<file path="src/rtl/bus_arbiter_rr.sv">
// bus_arbiter_rr: arbitrates N request ports onto one downstream bus.
// Fixed-priority (MODE 0) or round-robin (MODE 1) selection, one transfer
// at a time, optional timeout that completes a stalled transfer with o_err.
module bus_arbiter_rr #(
    parameter int N_MASTERS = 2,
    parameter int AW        = 32,
    parameter int DW        = 32,
    parameter int MODE      = 1,
    parameter int TIMEOUT   = 0
) (
    input  logic                     i_clk,
    input  logic                     i_rst,
    input  logic [N_MASTERS-1:0]     i_bus_en,
    input  logic [N_MASTERS-1:0]     i_wr_rd,
    input  logic [N_MASTERS*DW-1:0]  i_wr_data,
    input  logic [N_MASTERS*AW-1:0]  i_addr,
    input  logic [N_MASTERS*3-1:0]   i_size,
    output logic [N_MASTERS-1:0]     o_ack,
    output logic [N_MASTERS-1:0]     o_err,
    output logic [DW-1:0]            o_rd_data,
    output logic [N_MASTERS-1:0]     o_grant,
    input  logic                     i_ack,
    input  logic [DW-1:0]            i_rd_data,
    output logic                     o_bus_en,
    output logic                     o_wr_rd,
    output logic [DW-1:0]            o_wr_data,
    output logic [AW-1:0]            o_addr,
    output logic [2:0]               o_size
);

    localparam int PW = $clog2(N_MASTERS);
    localparam int CW = (TIMEOUT > 0) ? $clog2(TIMEOUT + 1) : 1;
    localparam logic [CW-1:0] CNT_LAST = (TIMEOUT > 0) ? CW'(TIMEOUT - 1) : '0;
    localparam logic [PW-1:0] PTR_LAST = PW'(N_MASTERS - 1);

    typedef enum logic {
        IDLE,
        BUSY
    } state_t;

    state_t               state_q, state_d;
    logic [N_MASTERS-1:0] grant_q, grant_d;
    logic [PW-1:0]        rr_ptr_q, rr_ptr_d;
    logic [CW-1:0]        wait_cnt_q, wait_cnt_d;

    logic                 busy;
    logic                 own_req;
    logic                 timeout_hit;
    logic [PW-1:0]        base_ptr;
    logic [N_MASTERS-1:0] rot_req;
    logic [N_MASTERS-1:0] rot_oh;
    logic [N_MASTERS-1:0] winner;
    logic                 found;
    logic [PW-1:0]        served_idx;
    logic [PW-1:0]        served_next;

    assign busy        = (state_q == BUSY);
    assign own_req     = |(i_bus_en & grant_q);
    assign timeout_hit = (TIMEOUT > 0) && busy && !i_ack && (wait_cnt_q == CNT_LAST);
    assign base_ptr    = (MODE == 0) ? '0 : rr_ptr_q;

    // Winner search: rotate requests so the search start sits at bit 0,
    // take the lowest set bit, then rotate the one-hot back into place.
    // Fixed priority is the same search with the start forced to 0.
    always_comb begin
        rot_req = N_MASTERS'({i_bus_en, i_bus_en} >> base_ptr);
        rot_oh  = '0;
        found   = 1'b0;
        for (int unsigned k = 0; k < N_MASTERS; k++) begin
            if (!found && rot_req[k]) begin
                rot_oh[k] = 1'b1;
                found     = 1'b1;
            end
        end
        winner = N_MASTERS'(({rot_oh, rot_oh} << base_ptr) >> N_MASTERS);
    end

    // Index of the current owner and the round-robin pointer that follows it
    always_comb begin
        served_idx = '0;
        for (int unsigned k = 0; k < N_MASTERS; k++) begin
            if (grant_q[k]) begin
                served_idx = PW'(k);
            end
        end
        served_next = (served_idx == PTR_LAST) ? '0 : served_idx + 1'b1;
    end

    // Next-state logic: grant in IDLE, complete on ack, timeout or abort
    always_comb begin
        state_d    = state_q;
        grant_d    = grant_q;
        rr_ptr_d   = rr_ptr_q;
        wait_cnt_d = wait_cnt_q;
        case (state_q)
            IDLE: begin
                if (|i_bus_en) begin
                    state_d    = BUSY;
                    grant_d    = winner;
                    wait_cnt_d = '0;
                end
            end
            BUSY: begin
                if (i_ack || timeout_hit || !own_req) begin
                    state_d  = IDLE;
                    grant_d  = '0;
                    rr_ptr_d = served_next;
                end else if ((TIMEOUT > 0) && (wait_cnt_q != '1)) begin
                    wait_cnt_d = wait_cnt_q + 1'b1;
                end
            end
            default: begin
                state_d = IDLE;
                grant_d = '0;
            end
        endcase
    end

    // State registers with asynchronous reset
    always_ff @(posedge i_clk or posedge i_rst) begin
        if (i_rst) begin
            state_q    <= IDLE;
            grant_q    <= '0;
            rr_ptr_q   <= '0;
            wait_cnt_q <= '0;
        end else begin
            state_q    <= state_d;
            grant_q    <= grant_d;
            rr_ptr_q   <= rr_ptr_d;
            wait_cnt_q <= wait_cnt_d;
        end
    end

    // Downstream request mux: live inputs of the owner, zero when idle
    always_comb begin
        o_wr_rd   = 1'b0;
        o_wr_data = '0;
        o_addr    = '0;
        o_size    = '0;
        for (int unsigned k = 0; k < N_MASTERS; k++) begin
            if (busy && grant_q[k]) begin
                o_wr_rd   = i_wr_rd[k];
                o_wr_data = i_wr_data[k*DW +: DW];
                o_addr    = i_addr[k*AW +: AW];
                o_size    = i_size[k*3 +: 3];
            end
        end
    end

    assign o_bus_en  = busy;
    assign o_grant   = grant_q;
    assign o_ack     = busy ? (grant_q & {N_MASTERS{i_ack}}) : '0;
    assign o_err     = timeout_hit ? grant_q : '0;
    assign o_rd_data = i_rd_data;

endmodule
</file>
<file path="config.mk">
export PLATFORM = sky130hd
export DESIGN_NAME = bus_arbiter_rr
export DESIGN_NICKNAME = d
export VERILOG_FILES = /design/src/rtl/bus_arbiter_rr.sv
export SDC_FILE = /design/constraint.sdc
export NUM_CORES = 1
export LEC_CHECK = 0
export ABC_AREA = 1
export BUFFER_PORTS_ARGS = -buffer_cell sky130_fd_sc_hd__buf_2
export CAP_MARGIN = 20
export CORE_AREA = 10 10 101 103
export CTS_BUF_LIST = sky130_fd_sc_hd__clkbuf_8
export DETAILED_ROUTE_END_ITERATION = 10
export DIE_AREA = 0 0 111 113
export MAX_ROUTING_LAYER = met4
export PLACE_DENSITY = 0.66
export REMOVE_ABC_BUFFERS = 1
export SLEW_MARGIN = 20
export SYNTH_ARGS = -nofsm -noshare
export SYNTH_HDL_FRONTEND = slang
export SYNTH_SLANG_ARGS = --single-unit
</file>
<file path="constraint.sdc">
create_clock -name i_clk -period 1.19 [get_ports i_clk]
set_clock_uncertainty 0.05 [all_clocks]
set_input_delay 0.119 -clock i_clk [delete_from_list [all_inputs] [get_ports i_clk]]
set_output_delay 0.119 -clock i_clk [all_outputs]
set_load 0.02 [all_outputs]
</file>
==> results of run 1 <==
==> final cells by class <==
type,count,area share [%]
multi-input combinational,225,35.4
clock buffer,3,1.22
sequential,4,3.03
tap,105,3.88
timing repair buffer,242,55.8
inverter,5,0.703
==> synthesized netlist by cell type (all sizes together) <==
cell	instances	area share (%)
o21ai	71	24
nand2	78	18
inv	5	1.3
buf	59	26
o211ai	1	0.46
nor2	1	0.23
clkbuf	6	1.7
nor3	1	0.30
dfrtp	4	6.1
conb	1	0.23
nand3	71	22
==> power by group <==
group          leakage [uW]  switching (uW)  internal (uW)
registers         0.0000467            80.5            200
logic               0.00172            3470           2810
clock network     0.0000216            78.2            216
==> per-layer routing <==
metal,vias up,track usage (%),share of wire (%)
met5,-,-,0
met4,0,2.43,1.7
met3,19,7.87,12
met2,213,25.1,47
met1,1335,17.1,40
li1,1340,-,-
==> worst paths after layout <==
| kind | startpoint | end | slack, ps | cells past startpoint |
|---|---|---|---|---|
| hold reg to reg | base_ptr$_DFFE_PP0P_ | base_ptr$_DFFE_PP0P_ | 470 | 2 |
| setup / recovery | o_bus_en$_DFF_PP0_ | o_addr[5] | -350 | 5 |
| setup reg to reg | o_grant[1]$_DFFE_PP0P_ | o_grant[0]$_DFFE_PP0P_ | -160 | 8 |
| min in group asynchronous | i_rst | o_grant[0]$_DFFE_PP0P_ | 290 | 3 |
| hold / removal | i_bus_en[1] | o_grant[1]$_DFFE_PP0P_ | 140 | 3 |
| max in group asynchronous | i_rst | o_grant[1]$_DFFE_PP0P_ | 630 | 3 |
==> state kept, by name, summed over array words and instances, names as in the netlist <==
| name | count |
|---|---|
| o_grant | 2 |
| o_bus_en | 1 |
| base_ptr | 1 |
==> worst min-delay path, delay by kind of cell <==
kind                   cells  cell delay (ps)
AND/OR/NAND/NOR            1               70
AO/OA/AOI/OAI              1               80
buffers and inverters      1              110
==> per-stage QoR <==
| step | cell area [sq um] | std cells | hold WS, ps | TNS, ps | worst slack [ps] |
|---|---|---|---|---|---|
| after detailed placement | 2550 | 562 | -32.3 | -4760 | -172 |
| after global placement | 2550 | 562 | -36.5 | -2890 | -172 |
| after floorplan | 1190 | 234 | -165 | -123230 | -1750 |
| after global routing | 3380 | 584 | 169 | -26010 | -411 |
| final | 3380 | 584 | 142 | -21180 | -352 |
| after CTS | 2850 | 571 | 147 | -20910 | -357 |
==> kinds of logic after synthesis <==
logic type             after synthesis  share of synthesized area (%)
other                                1                          0.228
and+or+nand+nor                    151                           40.3
DFF                                  4                           6.08
buffers and inverters               70                           29.3
AOI/OAI and AO/OA                   72                           24.1
==> repair_timing <==
item	4_1_cts	5_1_grt
hold endpoints to repair	4	0
endpoints found under the setup margin	75	76
gates cloned	3	10
hold buffers	1	0
gates resized for setup	77	114
pin swaps	0	3
buffers inserted	2	3
==> run metrics, run 1 <==
syn avg cell area 5.53 sq um; endpoints failing setup 76; DR DRC count 0; static power due to leakage 0.00179 uW; routed vias 2907; fin util 41.6%; Final nets 654; DIE HEIGHT 113 microns; crit-path max FO 9; Placer Congestion 0.824; leading cell types in the layout, fill and taps excluded buf_2 (142), nand2_1 (68), nand3_1 (68); Power, Total 6850 uW; Final Hold Viols 0; Antenna Nets Post-Route 0; Core Area 8130 sq um; CTS tree yes; violation count after the first detailed-route iteration 268; Slew Viols, Final 0; Die ar. 12500 sq um; Worst Hold Class in2reg; area grow syn2layout 105%; mapped cell area 1650 sq um; I/O pins 280; count of cell types in the netlist 18; slack of the critical path -352 ps; Clock Tree Root clkbuf_8; Crit-path slowest cell dfrtp_2; Reg clk slew, reported paths 30 ps; global-route wire length before repair 15.5 mm; Critical Path AT 1370 ps; run status complete, but fails checks; layout cells sized above 1 59.9%; synthesized flop and latch total 4; FILL cells 828; crit path time final 1540 ps; footprint of the multi-input gates 1200 sq um; GRT overflow 0; DRT Pass-1 Iters 4; WL final 12.6 mm; chip width 111 microns; Max Freq 648 MHz; Warnings, synthesis 0; row count 33; initial antenna violation count 0; worst IR drop on VDD 0.000570 V; # Max-Cap Violations 0; diode count 0; Tcrit/Tclk final 130%; TritonCTS Buffers 3; crit end category primary output; Reg area 103 sq um; Seq/Total Area, Yosys 6.08%; routed vias/inst 4.98; critical path launch point type flop; data required time of the worst path 1020 ps; vias in the first global route 2843; Cell Chain, Critical Path buf_12 -> clkbuf_16 -> nand3_1 -> o21ai_1 -> buf_4; hpwl dp 8.40 mm; unrepaired setup endpoints after global routing yes; Worst-Skew Late Latency 220 ps; htree depth 1; crit path buf inv count 3; Cells after Synth 298; cell family with most CP delay buffers and inverters; CTS max path bufs 2; GRT Total Usage 15.5%; WL/cell 21.5 microns; CTS Sinks 4; IO Port Bufs 213; Max stage delay on crit path 410 ps; largest net degree at the start of global routing 73; pwr dens 2030 nW/um^2; Starting Density 20.2%; commonest non-fill, non-tap cell in the layout buf_2; Crit Path Category reg2out; failing checks setup timing
Note: power is estimated with default switching activity, not from simulation.
==> run 2: changes to the inputs <==
--- a/config.mk
+++ b/config.mk
@@ -12,7 +12,6 @@
 export CTS_BUF_LIST = sky130_fd_sc_hd__clkbuf_8
 export DETAILED_ROUTE_END_ITERATION = 10
 export DIE_AREA = 0 0 111 113
-export MAX_ROUTING_LAYER = met4
 export PLACE_DENSITY = 0.66
 export REMOVE_ABC_BUFFERS = 1
 export SLEW_MARGIN = 20
==> run 2 against run 1 <==
Against the previous run: the run still ends with setup timing left; register-to-register slack better by 50 ps; critical path type unchanged; non-clock buffer count up 4; utilization up 2.2 points; flip-flop and latch count unchanged; global-route usage down 0.42 points.
==> run metrics, run 2 (same netlist as run 1, synthesis figures left out) <==
run status complete, but fails checks; failing checks setup timing; max reg flops 2 (unchanged); DIE HEIGHT 113 microns (unchanged); unrepaired setup endpoints after global routing yes; Final Cell Area 3560 sq um (+5.3%); Slew Viols, Final 0 (unchanged); htree depth 1 (unchanged); critical path launch point o_bus_en$_DFF_PP0_; vias in the first global route 2851 (+0.28%); RR Endpoint base_ptr$_DFFE_PP0P_; WL final 12.9 mm (+2.5%); critical path launch point type flop; Area after DPL 2550 sq um (unchanged); DR DRC count 0 (unchanged); Final Hold Viols 0 (unchanged); row count 33 (unchanged); Antenna Nets Post-Route 0 (unchanged); chip width 111 microns (unchanged); footprint of the multi-input gates 1310 sq um (+9.7%); Die ar. 12500 sq um (unchanged); R2R depth 8 (unchanged); WL/cell 21.9 microns (+1.8%); Reg clk slew, reported paths 30 ps (about the same); violation count after the first detailed-route iteration 205 (-24%); Worst Hold Launch i_bus_en[1]; Crit Path Category reg2out; crit-path max FO 38 (+29); Worst-Skew Late Latency 220 ps (about the same); area grow syn2layout 116%; data required time of the worst path 1020 ps (about the same); static power due to leakage 0.00184 uW (+3.1%); flop-to-flop setup slack -110 ps (+50 ps); Critical Path AT 1380 ps (about the same); Cell Chain, Critical Path nand2_4 -> buf_12 -> o21ai_0 -> buf_2; GRT Total Usage 15.1% (-0.42 points); crit end category primary output; Worst Hold Class in2reg; Max stage delay on crit path 450 ps (+40 ps); hold path depth 3 (unchanged); largest net degree at the start of global routing 73 (unchanged); CTS max path bufs 2 (unchanged); Crit-path slowest cell dfrtp_2; GRT overflow 0 (unchanged); layout cells sized above 1 64.2% (+4.3 points); pwr dens 2040 nW/um^2 (+0.56%); FILL cells 808 (-2.4%); global-route wire length before repair 15.6 mm (+0.31%); final cell count without fillers 588 (+0.68%); hpwl dp 8.40 mm (unchanged); diode count 0 (unchanged); Core Area 8130 sq um (unchanged); leading cell types in the layout, fill and taps excluded buf_2 (144), nand2_1 (68), buf_4 (55); routed vias/inst 5.01 (+0.62%); I/O pins 280 (unchanged); Max Freq 644 MHz (-0.72%); hold worst-path end o_grant[1]$_DFFE_PP0P_; initial antenna violation count 0 (unchanged); Clock Tree Root clkbuf_8; CTS Sinks 4 (unchanged); # placed instances 562 (unchanged); TritonCTS Buffers 3 (unchanged); Worst R2R Start o_grant[1]$_DFFE_PP0P_; IO Port Bufs 213 (unchanged); DRT Pass-1 Iters 4 (unchanged); Fin Hold WS 169 ps (+26.4 ps); routed vias 2945 (+1.3%); Final nets 658 (+0.61%); slack of the critical path -364 ps (-11.3 ps); Starting Density 20.2% (unchanged); Tcrit/Tclk final 131% (+0.95 points); Reg area 103 sq um (unchanged); CTS tree yes; # Max-Cap Violations 0 (unchanged); endpoints failing setup 75 (-1.3%); commonest non-fill, non-tap cell in the layout buf_2; crit path time final 1550 ps (+11.3 ps); worst IR drop on VDD 0.000652 V (+14%); Placer Congestion 0.812 (-1.4%)
## run 2: cell types whose count changed in the layout (fill, tap and decap cells not counted), moves of 3 or more
cell	change
nand3_1	-23
buf_6	-4
nand2_2	-4
o21ai_2	-5
buf_4	+3
nand3_2	+23
o21ai_1	+7
nand2_4	+4
## run 2: worst max-delay path, delay by kind of cell (launching register included)
family	cells	cell delay, ps
buffers and inverters	2	400
AO/OA/AOI/OAI	1	190
AND/OR/NAND/NOR	1	130
flip-flops	1	450
## run 2: area by class of cell
type                            instances  area share, %
Timing Repair Buffer                  246           54.7
Multi-Input combinational cell        225           36.9
Tap cell                              105           3.69
Sequential cell                         4           2.88
Clock buffer                            3           1.16
Inverter                                5          0.667
## run 2: repair_timing
item / 4_1_cts / 5_1_grt
endpoints found under the hold margin: 4 / 0
gates resized for setup: 77 / 134
buffers inserted: 2 / 5
pin swaps: 0 / 8
hold buffers: 1 / 0
gates cloned: 3 / 12
setup endpoints to repair: 75 / 76
## run 2: worst max path at each step
stage	end	slack, ps	depth (start not counted)
2_1_floorplan	o_addr[0]	-1750	2
3_3_place_gp	o_addr[26]	-170	5
3_5_place_dp	o_addr[26]	-170	5
4_1_cts	o_wr_data[8]	-360	5
5_1_grt	o_addr[10]	-460	4
6_report	o_addr[10]	-360	4
## run 2: per-layer routing
metal  track usage [%]  vias up  share of wire, %
met3              8.93       26                12
met5              4.31        -              0.57
met4              2.43        2               2.1
met2              25.1      236                46
li1                  -     1346                 -
met1              16.2     1335                39
## run 2: per-stage QoR
step,worst slack [ps],utilization (%),total power [uW],setup TNS (ps)
finish,-364,43.8,7260,-22160
global route,-457,43.8,7690,-26910
global placement,-172,31.4,4280,-2890
CTS,-357,35.1,5370,-20910
floorplan,-1750,-,2580,-123230
detailed placement,-172,31.4,4370,-4760
## run 2: where the power goes
part / switching [uW] / leakage [uW] / internal (uW)
Sequential: 93.4 / 0.0000467 / 200
Clock: 76.0 / 0.0000216 / 216
Combinational: 3660 / 0.00178 / 3010
